$ cat src/rtl/fredkin_pkg.sv
// Shared constants and helpers for the Fredkin swap pipeline.
// Holds the transfer-counter width and saturation value, plus the popcount
// helper used by the optional conservation checker (FREDKIN_REVCHK_EN).
package fredkin_pkg;

  // Width of the completed-transfer counter.
  localparam int TXN_W = 16;

  // The counter sticks at this value instead of wrapping.
  localparam logic [TXN_W-1:0] TXN_SAT = 16'hFFFF;

  // Widest legal data word.
  localparam int MAX_W = 64;

  // Wide enough to count every bit of three maximum-width words (3*64 = 192).
  localparam int PC_W = 8;

  // Counts the ones in a word of up to MAX_W bits. Narrower words are
  // zero-extended by the caller.
  function automatic logic [PC_W-1:0] popcount(input logic [MAX_W-1:0] v);
    logic [PC_W-1:0] n;
    n = '0;
    for (int i = 0; i < MAX_W; i++) begin
      n = n + PC_W'(v[i]);
    end
    return n;
  endfunction

endpackage

$ cat src/rtl/fredkin_pipe_stage.sv
// One elastic pipeline register stage: a valid bit, a data word and a ready
// signal chained back to the upstream stage. The stage takes a new word
// whenever it is empty or its current word leaves this cycle. It holds its
// contents while the downstream side stalls.
module fredkin_pipe_stage
  import fredkin_pkg::*;
#(
  parameter int DW = 24
) (
  input  logic          clk,
  input  logic          rst,
  input  logic          in_valid,
  output logic          in_ready,
  input  logic [DW-1:0] in_data,
  output logic          out_valid,
  input  logic          out_ready,
  output logic [DW-1:0] out_data
);

  logic          valid_q;
  logic          valid_d;
  logic [DW-1:0] data_q;
  logic [DW-1:0] data_d;

  // Room exists when the stage is empty or its word is leaving.
  assign in_ready  = ~valid_q | out_ready;
  assign out_valid = valid_q;
  assign out_data  = data_q;

  // Next state: load on a handshake, empty out when the word leaves with nothing behind it.
  always_comb begin
    valid_d = valid_q;
    data_d  = data_q;
    if (in_ready) begin
      valid_d = in_valid;
      if (in_valid) begin
        data_d = in_data;
      end
    end
  end

  // Stage register; reset empties the stage and clears the data word.
  always_ff @(posedge clk or posedge rst) begin
    if (rst) begin
      valid_q <= 1'b0;
      data_q  <= '0;
    end else begin
      valid_q <= valid_d;
      data_q  <= data_d;
    end
  end

endmodule

$ cat src/rtl/fredkin_swap_pipe.sv
// Fredkin (controlled-swap) gate on WIDTH-bit words, followed by STAGES
// elastic register stages with valid/ready handshakes on both sides.
// For each bit: p = a, and b/c are swapped into q/r wherever a is set.
// The gate is purely combinational in front of stage 0. Later stages only
// move the word along.
// Optional feature: define FREDKIN_REVCHK_EN to carry the input popcount
// beside each word. It is rechecked on every output transfer. A mismatch
// sets a sticky cons_err flag. Without the macro, cons_err is tied low.
module fredkin_swap_pipe
  import fredkin_pkg::*;
#(
  parameter int WIDTH  = 8,
  parameter int STAGES = 2
) (
  input  logic             clk,
  input  logic             rst,
  input  logic             in_valid,
  output logic             in_ready,
  input  logic [WIDTH-1:0] a_in,
  input  logic [WIDTH-1:0] b_in,
  input  logic [WIDTH-1:0] c_in,
  output logic             out_valid,
  input  logic             out_ready,
  output logic [WIDTH-1:0] p_out,
  output logic [WIDTH-1:0] q_out,
  output logic [WIDTH-1:0] r_out,
  output logic [TXN_W-1:0] txn_cnt,
  output logic             cons_err
);

  localparam int WORD_W = 3 * WIDTH;
`ifdef FREDKIN_REVCHK_EN
  localparam int DW = WORD_W + PC_W;
`else
  localparam int DW = WORD_W;
`endif

  logic [WIDTH-1:0]         pGate;
  logic [WIDTH-1:0]         qGate;
  logic [WIDTH-1:0]         rGate;
  logic [STAGES:0]          linkValid;
  logic [STAGES:0]          linkReady;
  logic [STAGES:0][DW-1:0]  linkData;
  logic                     outXfer;
  logic [TXN_W-1:0]         txnCount_q;
  logic [TXN_W-1:0]         txnCount_d;

  // Controlled swap: where a is set, b and c trade places; a passes through.
  always_comb begin
    pGate = a_in;
    qGate = (a_in & c_in) | (~a_in & b_in);
    rGate = (a_in & b_in) | (~a_in & c_in);
  end

`ifdef FREDKIN_REVCHK_EN
  logic [PC_W-1:0] inPopCount;
  logic [PC_W-1:0] outPopCount;
  logic [PC_W-1:0] carriedPopCount;
  logic            consErr_q;
  logic            consErr_d;

  // The popcount of the original operands travels with the word.
  always_comb begin
    inPopCount = popcount(MAX_W'(a_in)) + popcount(MAX_W'(b_in))
               + popcount(MAX_W'(c_in));
  end

  assign linkData[0] = {inPopCount, pGate, qGate, rGate};
`else
  assign linkData[0] = {pGate, qGate, rGate};
`endif

  assign linkValid[0]      = in_valid;
  assign linkReady[STAGES] = out_ready;

  // Reset blocks new words even though the emptied stage 0 would have room.
  assign in_ready = linkReady[0] & ~rst;

  for (genvar k = 0; k < STAGES; k++) begin : g_stage
    fredkin_pipe_stage #(
      .DW(DW)
    ) u_stage (
      .clk      (clk),
      .rst      (rst),
      .in_valid (linkValid[k]),
      .in_ready (linkReady[k]),
      .in_data  (linkData[k]),
      .out_valid(linkValid[k+1]),
      .out_ready(linkReady[k+1]),
      .out_data (linkData[k+1])
    );
  end

  assign out_valid = linkValid[STAGES];
  assign p_out     = linkData[STAGES][3*WIDTH-1:2*WIDTH];
  assign q_out     = linkData[STAGES][2*WIDTH-1:WIDTH];
  assign r_out     = linkData[STAGES][WIDTH-1:0];
  assign outXfer   = out_valid & out_ready;
  assign txn_cnt   = txnCount_q;

  // Count completed output transfers, sticking at the saturation value.
  always_comb begin
    txnCount_d = txnCount_q;
    if (outXfer && (txnCount_q != TXN_SAT)) begin
      txnCount_d = txnCount_q + 1'b1;
    end
  end

  // Transfer counter register.
  always_ff @(posedge clk or posedge rst) begin
    if (rst) begin
      txnCount_q <= '0;
    end else begin
      txnCount_q <= txnCount_d;
    end
  end

`ifdef FREDKIN_REVCHK_EN
  assign carriedPopCount = linkData[STAGES][DW-1:WORD_W];

  // On each transfer, compare the outgoing popcount with the carried one.
  always_comb begin
    outPopCount = popcount(MAX_W'(p_out)) + popcount(MAX_W'(q_out))
                + popcount(MAX_W'(r_out));
    consErr_d   = consErr_q;
    if (outXfer && (outPopCount != carriedPopCount)) begin
      consErr_d = 1'b1;
    end
  end

  // Sticky violation flag; only reset clears it.
  always_ff @(posedge clk or posedge rst) begin
    if (rst) begin
      consErr_q <= 1'b0;
    end else begin
      consErr_q <= consErr_d;
    end
  end

  assign cons_err = consErr_q;
`else
  assign cons_err = 1'b0;
`endif

endmodule

$ cat config.mk
export PLATFORM = sky130hd
export DESIGN_NAME = fredkin_swap_pipe
export DESIGN_NICKNAME = d
export VERILOG_FILES = /design/src/rtl/fredkin_pkg.sv /design/src/rtl/fredkin_pipe_stage.sv /design/src/rtl/fredkin_swap_pipe.sv
export SDC_FILE = /design/constraint.sdc
export NUM_CORES = 1
export LEC_CHECK = 0
export ABC_AREA = 1
export CAP_MARGIN = 20
export CORE_MARGIN = 5
export CORE_UTILIZATION = 55
export DETAILED_ROUTE_END_ITERATION = 6
export GPL_TIMING_DRIVEN = 0
export PLACE_DENSITY = 0.91
export SYNTH_ARGS = -nofsm -noshare
export SYNTH_HDL_FRONTEND = slang
export SYNTH_HIERARCHICAL = 1
export SYNTH_SLANG_ARGS = --single-unit
$ cat constraint.sdc
create_clock -name clk -period 2.95 [get_ports clk]
set_input_delay 0.59 -clock clk [delete_from_list [all_inputs] [get_ports clk]]
set_output_delay 0.59 -clock clk [all_outputs]
set_load 0.01 [all_outputs]
==> impl_metrics.csv <==
group,metric,value,unit
worst_setup_path,critPathLaunch,"out_ready",
placed_design,hpwlAfterDp,6090,µm
die,num_rows,29,
cells_and_area,syn2layout_area_growth,29.9,%
drt,drc_errors,0,
grt,grt_max_degree,26,
drt,antenna_left,0,
worst_setup_path,r2r-end,"txn_cnt[3]",
clock_tree,post_cts_buffers,2,
clock_tree,clock_path_buffers,2,
die,die_h,89.8,µm
sta,setup_viol,0,
status,status,"complete, no violations",
worst_setup_path,crit_top_cell,"inv_1",
drt,vias_per_cell,5.18,
cells_and_area,layout-drive-gt1-share,19.8,%
placed_design,finalWeightedCongestion,0.904,
worst_setup_path,required,2.36,ns
worst_setup_path,worstPathMaxFanout,10,
sta,clock_skew,0.00986,ns
sta,clock.fmax,360,MHz
clock_tree,clkTransAtPathRegs,0.07,ns
sta,setup-tns-final,0,ns
clock_tree,clk_latency,0.34,ns
synthesis,synth_cell_types,23,
sta,slew_violations,0,
sta,fin_crit_sh,94.2,%
die,die-area,8060,µm²
clock_tree,cts_sinks,66,
sta,finalCriticalPeriod,2.78,ns
die,start_util,55.8,%
clock_tree,root_buffer,"clkbuf_8",
drt,wl,7970,µm
die,ioPinCount,71,
synthesis,ys_seq_area_share,47.2,%
worst_setup_path,r2r-start,"txn_cnt[0]",
power_and_ir_drop,power,3030,µW
worst_setup_path,cpPeakStageDelay,0.54,ns
drt,vias,3041,
sta,hold_violations,0,
grt,grt_pass1_wl,13800,µm
grt,grt_pass1_vias,3093,
placed_design,place_ws,-0.252,ns
sta,rsz0062_at_grt,"no",
worst_setup_path,worstRegToRegCells,7,
power_and_ir_drop,p_leak,0.00222,µW
cells_and_area,final_util,72.5,%
worst_setup_path,crit_slowest_cell,"clkdlybuf4s50_1",
grt,antenna_found_initial,0,
sta,relSlewSlack,55.3,%
clock_tree,cts.htree.levels,3,
clock_tree,cts-hold-fix-buffers,0,
synthesis,ys_seq_elements,66,
drt,drt_iter0_drc,169,
synthesis,netlist_area,3500,µm²
worst_setup_path,crit_chain,"clkdlybuf4s50_1 -> inv_1 -> nand2_4 -> buf_4 -> inv_1 -> nand2_4 -> inv_1 -> nor2_1 -> clkdlybuf4s50_1",
clock_tree,cts_resized,0,
worst_setup_path,setup.worst_path.class,"input pin to output port",
synthesis,syn-num-nets,453,
grt,grt_use_total,20.7,%
die,die_w,89.8,µm
run,cap_violations,0,
synthesis,netlist_instances,424,
cells_and_area,n_fill_cell,482,
synthesis,syn_area_per_cell,8.26,µm²
drt,first_pass_iters,5,
cells_and_area,diodes,0,
sta,worst_pin_slew,0.670,ns
clock_tree,cts_tree,"done",
worst_setup_path,worstSetupEndpoint,"in_ready",
power_and_ir_drop,power_density,665,nW/µm²
cells_and_area,finalNetCount,535,
worst_setup_path,reg2reg_slack,1.33,ns
drt,post_drt_wl_per_cell,13.6,µm
worst_hold_path,hold_class,"register to register",
sta,setup_ws,0.171,ns
placed_design,port-buffer-count,68,
worst_setup_path,endpoint_kind,"output port",
worst_setup_path,startpoint_type,"input pin",
clock_tree,numCtsBuffers,9,
grt,grt_overflow,0,
sta,holdWs,0.476,ns
worst_setup_path,worstPathArrival,2.19,ns
die,coreArea,6280,µm²
synthesis,yosysWarnings,6,
power_and_ir_drop,ir_worst_vdd,0.000405,V
-- Yosys cell counts (all sizes together) --
library cell,count,area (µm²)
xnor2,1,8.76
ha,1,12.5
conb,1,3.75
nand3b,3,22.5
dfrtp,66,1650
o21ai,13,65.1
a21oi,8,40.0
nand4,7,43.8
nor2,32,178
nand2,177,832
inv,38,143
nand3,61,320
buf,16,181
-- metal layers --
metal	vias to the layer above	GRT usage (%)	routed length, µm
met5	-	0	0
met4	0	7.43	213
met3	22	6.18	501
met2	110	36.3	3990
met1	1413	23.8	3270
li1	1496	-	-
-- worst min path at each step --
stage	from	to	cells past startpoint
6_report	g_stage[0].u_stage/out_data[6]	g_stage[0].u_stage/out_data[6]	2
3_3_place_gp	g_stage[1].u_stage/out_data[6]	g_stage[1].u_stage/out_data[6]	2
3_5_place_dp	g_stage[1].u_stage/out_data[6]	g_stage[1].u_stage/out_data[6]	2
4_1_cts	g_stage[1].u_stage/out_data[6]	g_stage[1].u_stage/out_data[6]	2
5_1_grt	g_stage[0].u_stage/out_data[7]	g_stage[0].u_stage/out_data[7]	2
2_1_floorplan	g_stage[0].u_stage/out_data[2]	g_stage[0].u_stage/out_data[2]	2
-- where the power goes --
group | internal [µW] | switching [µW]
clock network | 466 | 345
registers | 1100 | 185
logic | 486 | 442
-- flip-flops by register name (all words and copies together) (netlist names) --
name / cells
txn_cnt: 16
g_stage.u_stage/out_data: 48
g_stage.u_stage/out_valid: 2
-- metrics by stage --
stage                     instances  cell area, µm²
after detailed placement        569            4280
after CTS                       585            4490
after floorplan                 424            3500
after global placement          569            4280
final                           587            4550
after global routing            587            4550
-- cell usage in the layout, fill, tap and decap left out, types with 3 or more instances in the layout --
cell and count:
nand4_1 7, clkdlybuf4s50_1 68, buf_12 4, nand3_1 58
o21ai_1 3, inv_2 5, clkinv_2 3, nand2_2 45
nor2_1 23, clkbuf_8 9, a21oi_1 8, dfrtp_1 66
nand3_2 3, nor2_4 7, buf_6 3, nand2_1 127
nand2_4 3, buf_4 10, o21ai_0 10, inv_1 33
nand3b_1 3
-- cells by family after synthesis --
kind of cell / synth area share (%)
AND/OR/NAND/NOR: 39.9
adder cells (fa/ha/maj): 0.357
XOR/XNOR: 0.250
other: 0.107
AO/OA/AOI/OAI: 3.00
buffers and inverters: 9.25
flip-flops: 47.2
-- cell type report --
| type | instances | area [µm²] | area share (%) |
|---|---|---|---|
| sequential | 66 | 1650 | 36.3 |
| multi-input combinational | 304 | 1530 | 33.6 |
| timing repair buffer | 72 | 751 | 16.5 |
| buffer | 15 | 174 | 3.82 |
| inverter | 38 | 143 | 3.14 |
| clock buffer | 9 | 124 | 2.72 |
| tap | 77 | 96.3 | 2.12 |
| clock inverter | 6 | 82.6 | 1.82 |
-- critical path: cells and delay by family --
kind / cells / cell delay, ns
AND/OR/NAND/NOR: 3 / 0.22
buffers and inverters: 6 / 1.38
Power figures use the tool's default switching activity.
